--- src/rtl/cic_rate_ctrl_if.sv ---
// rtl/cic_rate_ctrl_if.sv - host request, CIC rate and qualified sample signals for cic_rate_ctrl
interface cic_rate_ctrl_if #(
    parameter int OUT_WIDTH = 18
);
    logic                 req_valid;
    logic [5:0]           req_decimation;
    logic                 req_ack;
    logic                 req_err;
    logic                 busy;
    logic [5:0]           cic_decimation;
    logic                 cic_out_strobe;
    logic [OUT_WIDTH-1:0] cic_out_data;
    logic                 out_valid;
    logic [OUT_WIDTH-1:0] out_data;

    modport slave (
        input  req_valid, req_decimation, cic_out_strobe, cic_out_data,
        output req_ack, req_err, busy, cic_decimation, out_valid, out_data
    );

    modport master (
        output req_valid, req_decimation, cic_out_strobe, cic_out_data,
        input  req_ack, req_err, busy, cic_decimation, out_valid, out_data
    );
endinterface

--- src/rtl/cic_rate_ctrl.sv ---
// rtl/cic_rate_ctrl.sv - CIC decimation change sequencer with boundary apply and settle flush
module cic_rate_ctrl #(
    parameter int         STAGES      = 5,
    parameter logic [5:0] DEFAULT_DEC = 6'd40,
    parameter int         OUT_WIDTH   = 18
) (
    input logic            clock,
    input logic            rst_n,
    cic_rate_ctrl_if.slave bus
);
    localparam int CW = $clog2(STAGES + 1);

    typedef enum logic [1:0] {
        ST_IDLE  = 2'd0,
        ST_WAIT  = 2'd1,
        ST_FLUSH = 2'd2
    } state_t;

    state_t               state_q, state_d;
    logic [5:0]           pending_q, pending_d;
    logic [5:0]           cic_dec_q, cic_dec_d;
    logic [CW-1:0]        flush_cnt_q, flush_cnt_d;
    logic                 requeue_q, requeue_d;
    logic                 ack_q, ack_d;
    logic                 err_q, err_d;
    logic                 qual_q, qual_d;
    logic                 out_valid_q, out_valid_d;
    logic [OUT_WIDTH-1:0] out_data_q, out_data_d;
    logic                 busy;
    logic                 dec_ok;
    logic                 req_ok;

    function automatic logic is_supported(input logic [5:0] d);
        case (d)
            6'd2, 6'd3, 6'd4, 6'd5, 6'd6, 6'd8,
            6'd10, 6'd12, 6'd16, 6'd20, 6'd24, 6'd40: return 1'b1;
            default:                                  return 1'b0;
        endcase
    endfunction

    assign dec_ok = is_supported(bus.req_decimation);
    assign req_ok = bus.req_valid && dec_ok;

    always_ff @(posedge clock) begin
        if (!rst_n) begin
            state_q     <= ST_FLUSH;
            pending_q   <= DEFAULT_DEC;
            cic_dec_q   <= DEFAULT_DEC;
            flush_cnt_q <= '0;
            requeue_q   <= 1'b0;
            ack_q       <= 1'b0;
            err_q       <= 1'b0;
            qual_q      <= 1'b0;
            out_valid_q <= 1'b0;
            out_data_q  <= '0;
        end else begin
            state_q     <= state_d;
            pending_q   <= pending_d;
            cic_dec_q   <= cic_dec_d;
            flush_cnt_q <= flush_cnt_d;
            requeue_q   <= requeue_d;
            ack_q       <= ack_d;
            err_q       <= err_d;
            qual_q      <= qual_d;
            out_valid_q <= out_valid_d;
            out_data_q  <= out_data_d;
        end
    end

    always_comb begin
        state_d     = state_q;
        pending_d   = pending_q;
        cic_dec_d   = cic_dec_q;
        flush_cnt_d = flush_cnt_q;
        requeue_d   = 1'b0;
        case (state_q)
            ST_IDLE: begin
                if (req_ok && (bus.req_decimation != cic_dec_q)) begin
                    pending_d = bus.req_decimation;
                    state_d   = ST_WAIT;
                end
            end
            ST_WAIT: begin
                // The strobe cycle is where the CIC sample counter sits at 0
                if (bus.cic_out_strobe) begin
                    cic_dec_d   = pending_q;
                    flush_cnt_d = '0;
                    state_d     = ST_FLUSH;
                    if (req_ok) begin
                        pending_d = bus.req_decimation;
                        requeue_d = 1'b1;
                    end
                end else if (req_ok) begin
                    pending_d = bus.req_decimation;
                end
            end
            ST_FLUSH: begin
                if (req_ok) begin
                    pending_d = bus.req_decimation;
                    state_d   = ST_WAIT;
                end else if (requeue_q) begin
                    state_d = ST_WAIT;
                end else if (bus.cic_out_strobe) begin
                    flush_cnt_d = flush_cnt_q + CW'(1);
                    if (flush_cnt_q == CW'(STAGES - 1)) begin
                        state_d = ST_IDLE;
                    end
                end
            end
            default: state_d = ST_FLUSH;
        endcase
    end

    always_comb begin
        busy        = (state_q != ST_IDLE);
        ack_d       = bus.req_valid;
        err_d       = bus.req_valid && !dec_ok;
        qual_d      = bus.cic_out_strobe && (state_q == ST_IDLE);
        out_valid_d = qual_q;
        out_data_d  = qual_q ? bus.cic_out_data : out_data_q;
    end

    assign bus.req_ack        = ack_q;
    assign bus.req_err        = err_q;
    assign bus.busy           = busy;
    assign bus.cic_decimation = cic_dec_q;
    assign bus.out_valid      = out_valid_q;
    assign bus.out_data       = out_data_q;
endmodule

--- src/flat_wrapper.sv ---
// flat-port wrapper written by rule: the top's interface ports become plain ports
module cic_rate_ctrl_flat 
#(
    parameter int         STAGES      = 5,
    parameter logic [5:0] DEFAULT_DEC = 6'd40,
    parameter int         OUT_WIDTH   = 18
)
  (clock, rst_n, bus_req_valid, bus_req_decimation, bus_cic_out_strobe, bus_cic_out_data, bus_req_ack, bus_req_err, bus_busy, bus_cic_decimation, bus_out_valid, bus_out_data);
  cic_rate_ctrl_if #(.OUT_WIDTH(OUT_WIDTH)) bus_i ();
  input logic clock;
  input logic rst_n;
  input wire logic [$bits(bus_i.req_valid)-1:0] bus_req_valid;
  input wire logic [$bits(bus_i.req_decimation)-1:0] bus_req_decimation;
  input wire logic [$bits(bus_i.cic_out_strobe)-1:0] bus_cic_out_strobe;
  input wire logic [$bits(bus_i.cic_out_data)-1:0] bus_cic_out_data;
  output wire logic [$bits(bus_i.req_ack)-1:0] bus_req_ack;
  output wire logic [$bits(bus_i.req_err)-1:0] bus_req_err;
  output wire logic [$bits(bus_i.busy)-1:0] bus_busy;
  output wire logic [$bits(bus_i.cic_decimation)-1:0] bus_cic_decimation;
  output wire logic [$bits(bus_i.out_valid)-1:0] bus_out_valid;
  output wire logic [$bits(bus_i.out_data)-1:0] bus_out_data;
  assign bus_i.req_valid = bus_req_valid;
  assign bus_i.req_decimation = bus_req_decimation;
  assign bus_i.cic_out_strobe = bus_cic_out_strobe;
  assign bus_i.cic_out_data = bus_cic_out_data;
  assign bus_req_ack = bus_i.req_ack;
  assign bus_req_err = bus_i.req_err;
  assign bus_busy = bus_i.busy;
  assign bus_cic_decimation = bus_i.cic_decimation;
  assign bus_out_valid = bus_i.out_valid;
  assign bus_out_data = bus_i.out_data;
  cic_rate_ctrl #(.STAGES(STAGES), .DEFAULT_DEC(DEFAULT_DEC), .OUT_WIDTH(OUT_WIDTH)) u_core (.clock(clock), .rst_n(rst_n), .bus(bus_i));
endmodule
--- config.mk ---
export PLATFORM = sky130hd
export DESIGN_NAME = cic_rate_ctrl_flat
export DESIGN_NICKNAME = d
export VERILOG_FILES = /design/src/rtl/cic_rate_ctrl_if.sv /design/src/rtl/cic_rate_ctrl.sv /design/src/flat_wrapper.sv
export SDC_FILE = /design/constraint.sdc
export NUM_CORES = 1
export LEC_CHECK = 0
export ABC_AREA = 1
export BUFFER_PORTS_ARGS = -buffer_cell sky130_fd_sc_hd__buf_4
export CAP_MARGIN = 10
export CELL_PAD_IN_SITES_DETAIL_PLACEMENT = 2
export CELL_PAD_IN_SITES_GLOBAL_PLACEMENT = 2
export CORE_ASPECT_RATIO = 1.1
export CORE_MARGIN = 4
export CORE_UTILIZATION = 28
export CTS_BUF_LIST = sky130_fd_sc_hd__clkbuf_8
export DETAILED_ROUTE_END_ITERATION = 10
export PLACE_DENSITY_LB_ADDON = 0.15
export SLEW_MARGIN = 5
export SYNTH_ARGS = -nofsm -noshare
export SYNTH_HDL_FRONTEND = slang
export SYNTH_SLANG_ARGS = --single-unit
--- constraint.sdc ---
create_clock -name clock -period 2 [get_ports clock]
set_input_delay 0.2 -clock clock [delete_from_list [all_inputs] [get_ports clock]]
set_output_delay 0.2 -clock clock [all_outputs]
set_load 0.1 [all_outputs]
== Word level (Yosys, flattened, before mapping) ==
Index checks and enable logic that the tools add are counted.

* Flip-flop bits (word level): 40
* Input port bits: 28
* Logic and storage cells: 68
* Output and inout port bits: 28

* Reduce and logical (&&, ||, !) cells: 16
* Equality and inequality tests: 24
* $add $sub $neg: 1
* Muxes and demuxes: 17

{| class="wikitable"
|+ Operators with widths
! cell !! number
|-
| $eq 6x3->1 const B || 3
|-
| $eq 6x4->1 const B || 3
|-
| $eq 6x5->1 const B || 3
|-
| $eq 6x2->1 const B || 2
|-
| $mux 2 || 6
|-
| $mux 3 || 4
|-
| $mux 6 || 2
|-
| $pmux 6 s2 || 1
|-
| $reduce_or 12->1 || 1
|-
| $ne 2x2->1 const B || 4
|-
| $eq 6x6->1 const B || 1
|-
| $ne 6x6->1 || 1
|-
| $pmux 2 s3 || 1
|-
| $pmux 3 s2 || 1
|-
| $reduce_and 3->1 || 2
|-
| $reduce_bool 2->1 || 3
|-
| $reduce_and 5->1 || 1
|-
| $logic_and 1x1->1 || 4
|-
| $ne 2x1->1 const B || 2
|-
| $ne 4x1->1 const B || 1
|-
| $ne 4x2->1 const B || 1
|-
| $reduce_and 4->1 || 1
|-
| $add 3x1->3 const B || 1
|-
| $eq 3x3->1 const B || 1
|-
| other kinds (7) || 8
|}

== Logic depth before layout (Yosys ltp) ==
* Depth in word-level cells: 7
* Gate-level depth with buffers: 12
* Gate-level depth less buffers: 12

== Least setup slack after synthesis ==
Ideal clock, no wire load.

* Kind: register to register
* From: register u_core.state_q[0]
* To: register u_core.pending_q[3]
* Arrival: 1888 ps
* Slack: -25 ps
* Cell stages (with the launch flop): 11
* Period minus slack after synthesis: 2025 ps
* Buffers on the path: 0
* Setup time: 137 ps
* Data required time: 1863 ps
* Cells stage by stage: dfxtp_1 -> inv_1 -> ha_1 -> inv_1 -> a21oi_1 -> nand3_1 -> nor2_1 -> nor2_2 -> nand2_4 -> nand2_1 -> o211ai_1

* Longest elaborated chain between the ends: 4
* Elaborated cells on any way between the ends: 9
* Classes of those cells: eq/ne: 4; mux: 1; reduce/logical: 4

{| class="wikitable"
|+ RTL lines
! what !! line !! text
|-
| start: declaration || cic_rate_ctrl.sv:19 || <nowiki>state_t state_q, state_d;</nowiki>
|-
| start signal: assignment || cic_rate_ctrl.sv:57 || <nowiki>state_q <= state_d;</nowiki>
|-
| $eq 2x1->1 / $eq 2x2->1 (equally long branches) || cic_rate_ctrl.sv:76 || <nowiki>case (state_q)</nowiki>
|-
| $reduce_or 2->1 (no source line) || - ||
|-
| $ne 2x1->1 (no source line) / $reduce_bool 2->1 (equally long branches) || - ||
|-
| $reduce_and 3->1 (no source line) || - ||
|-
| end signal: assignment || cic_rate_ctrl.sv:58 || <nowiki>pending_q <= pending_d;</nowiki>
|-
| end: declaration || cic_rate_ctrl.sv:20 || <nowiki>logic [5:0] pending_q, pending_d;</nowiki>
|}

Parallel ways exist; a longest one is shown, timed or not.
A chain may end at the register's enable or synchronous reset.

== Final worst setup path ==
* From: register u_core.state_q[0]
* To: register u_core.state_q[0]

* Longest elaborated chain between the ends: 3
* Elaborated cells on any way between the ends: 9
* Classes of those cells: eq/ne: 6; mux: 1; reduce/logical: 2

{| class="wikitable"
|+ RTL lines
! what !! line
|-
| $eq 2x2->1 (tied with other cells) || cic_rate_ctrl.sv:76
|-
| $ne 4x1->1 (no source line) (tied with other cells) || -
|-
| $reduce_and 4->1 (no source line) || -
|}

Parallel ways exist; a longest one is shown, timed or not.

==> flow_metrics.py <==
metrics = {
    "synth": {
        "seq_area_frac_synth_pct": 45.55,
        "synth_area_leaders": "dfxtp_1 (46%), nor2_1 (11%), nand2_1 (9.4%), o21ai_0 (7.4%), inv_1 (5.1%)",
        "syn_avg_cell_area_um2": 7.205,
        "syn-num-nets": 277,
        "synth_seq_cells": 40,
        "synthesis.area_mm2": 0.001758,
        "syn_inst": 244,
        "synth_warnings": 0,
        "synth_top_area_share_pct": 45.55,
        "synth_cell_types": 26,
        "synth_top_area_cell": "dfxtp_1",
    },
    "grt": {
        "overflow": 0,
        "antenna_found_initial": 0,
        "grt_max_degree": 33,
        "grt_pass1_wl_um": 9059,
        "grt_pass1_vias": 1965,
        "grt_util_all_layers_pct": 14.43,
    },
    "place": {
        "portBuffers": 55,
        "placed_cells": 374,
        "place.gp.congestion": 0.7380,
        "dpl.hpwl_um": 3815,
    },
    "drt": {
        "met3WireLength_um": 351,
        "postRouteAntennaNets": 0,
        "drt_iter0_drc": 66,
        "highest_layer": "met4",
        "drt-pass1-iter-count": 4,
        "met2WireLength_um": 2487,
        "drt-met1-wl_um": 2194,
        "viasPerCell": 4.586,
        "wire_per_inst_um": 13.36,
        "route.vias.total": 1752,
        "wirelength_um": 5105,
        "drc": 0,
    },
    "power_and_ir_drop": {
        "vdd_ir_drop_max_uv": 463.7,
        "cellPowerDensity_mw_per_mm2": 1156,
        "leakage_nw": 1.184,
    },
    "die": {
        "ioPinCount": 56,
        "core_mm2": 0.006118,
        "start_util_pct": 28.73,
        "rows": 30,
        "design.die.area_mm2": 0.007612,
        "die_w_um": 83.55,
        "die_y_um": 91.11,
    },
    "worst_setup_path": {
        "path_class": "flop to flop",
        "cp.arrival_ps": 1950,
        "end_kind": "flop",
        "r2r_end": "u_core.state_q[0]",
        "r2r_start": "u_core.state_q[0]",
        "crit_required_ps": 2200,
        "cp_max_fo": 4,
        "startpoint_type": "flop",
        "reg2reg_depth": 11,
        "rrSetupSlack_ps": 250,
    },
    "cts": {
        "cts_setup_buffers": 0,
        "post_cts_resized": 0,
        "clk_latency_ps": 300,
        "tritoncts": "yes",
        "cts-root-buf": "clkbuf_8",
        "cts-hold-fix-buffers": 0,
        "cts_buffer_depth": 2,
        "clk_pin_slew_ps": 80,
        "cts_max_level": 2,
        "numCtsBuffers": 5,
        "clock_sinks": 40,
    },
    "timing": {
        "timing.slew.headroom_pct": 66.02,
        "rsz0062_at_grt": "false",
        "worstMarginPinSlew_ps": 506.5,
        "fmax_mhz": 570.9,
        "slew_viol_final": 0,
        "tns_ps": 0,
        "hold_violations": 0,
        "fin_crit_ps": 1752,
        "skew_ps": 4.445,
        "setup_viol": 0,
        "timing.final.crit_share_pct": 87.59,
    },
    "final_layout": {
        "final_cell_mix": "buf_4 (57), nor2_1 (51), nand2_1 (44)",
        "multi_input_area_um2": 827.0,
        "drive_above_1_share_pct": 26.49,
        "n_fill_cell": 747,
        "layout_commonest_cell": "buf_4",
        "diodes": 0,
        "nets": 334,
        "area_growth_pct": 35.02,
        "stdcell_count": 382,
        "seq_area_um2": 800.8,
    },
    "min_path": {
        "min_from": "bus_cic_out_data[9]",
        "hp-class": "input pin to flop",
        "whs_endpoint": "u_core.bus.out_data[9]",
        "hold-path-cell-count": 3,
    },
    "run_status": {
        "outcome": "complete, no violations",
    },
    "job": {
        "maxCapViolCount": 0,
    },
}
## critical path: stages, from the launching register on
cell	delay, ps
dfxtp_1	320
inv_1	100
ha_1	280
clkinvlp_4	160
a21oi_1	130
nand3_1	90
nor2_1	180
nor2_1	100
nand3_1	130
nand2_1	60
inv_1	50
nor2_1	40
## how the worst max path moves through the flow
stage / end / start / depth (start not counted) / slack (ps)
2_1_floorplan: u_core.state_q[0] / u_core.state_q[0] / 11 / 20
3_3_place_gp: u_core.state_q[0] / u_core.state_q[0] / 11 / 380
3_5_place_dp: u_core.state_q[0] / u_core.state_q[0] / 11 / 250
4_1_cts: u_core.state_q[0] / u_core.state_q[0] / 11 / 230
5_1_grt: u_core.state_q[0] / u_core.state_q[0] / 11 / 40
6_report: u_core.state_q[0] / u_core.state_q[0] / 11 / 250
## sequential cells by signal, summed over array words and instances, names as in the netlist
| signal | flops |
|---|---|
| u_core.bus.out_data | 18 |
| u_core.state_q | 2 |
| u_core.bus.out_valid | 1 |
| u_core.bus.req_err | 1 |
| u_core.requeue_q | 1 |
| u_core.bus.cic_decimation | 6 |
| u_core.flush_cnt_q | 3 |
| u_core.out_valid_d | 1 |
| u_core.bus.req_ack | 1 |
| u_core.pending_q | 6 |
## cell usage after synthesis
cell type / n
inv_2: 1
o21ai_1: 1
nand2_1: 44
a21oi_2: 1
clkbuf_1: 5
clkinv_2: 1
nand2_4: 4
o211ai_1: 2
inv_1: 24
buf_2: 1
nor2_4: 1
nand3_2: 1
nor3_1: 1
ha_1: 5
a21oi_1: 10
o21ai_0: 26
a31oi_1: 1
nor2_1: 51
buf_1: 1
nor2_2: 2
nand2_2: 3
clkinv_1: 1
dfxtp_1: 40
nand3_1: 15
nand4_1: 1
xnor2_1: 1
## final cells by class
type | count | area share [%]
multi-input cells | 170 | 34.84
flip-flops and latches | 40 | 33.74
repair buffers | 57 | 18.03
inverters | 27 | 4.481
well taps | 80 | 4.217
clock buffers | 5 | 2.899
clock inverters | 3 | 1.792
## report_power, final
part	leakage [nW]	switching [mW]	total, mW	internal, mW
clock network	0.0541	0.300	0.670	0.369
logic	0.804	0.834	1.13	0.292
registers	0.325	0.0545	0.948	0.893
total	1.18	1.19	2.74	1.55
## cell families after synthesis
logic type / count (synthesis) / synth area share [%]
AND/OR/NAND/NOR: 123 / 30.75
AO/OA/AOI/OAI: 41 / 12.24
flip-flops: 40 / 45.55
buffers and inverters: 34 / 7.401
adder cells (fa/ha/maj): 5 / 3.559
XOR/XNOR: 1 / 0.4983
## metrics by stage
step | power [mW] | util (%) | instance area (µm²) | hold slack (ps) | setup slack (ps)
2_1_floorplan | 1.815 | - | 1762 | 312.1 | 20.64
3_3_place_gp | 2.090 | 36.97 | 2262 | 421.9 | 384.6
3_5_place_dp | 2.108 | 36.97 | 2262 | 430.9 | 250.6
4_1_cts | 2.811 | 38.79 | 2374 | 107.2 | 234.6
5_1_grt | 2.942 | 38.79 | 2374 | 114.0 | 40.02
6_report | 2.743 | 38.79 | 2374 | 122.3 | 248.3
## layer usage
layer,GRT usage (%),vias to the layer above
li1,-,879
met1,16.06,825
met2,25.67,41
met3,5.172,7
met4,4.424,0
met5,0,-
(Power assumes the default switching activity.)
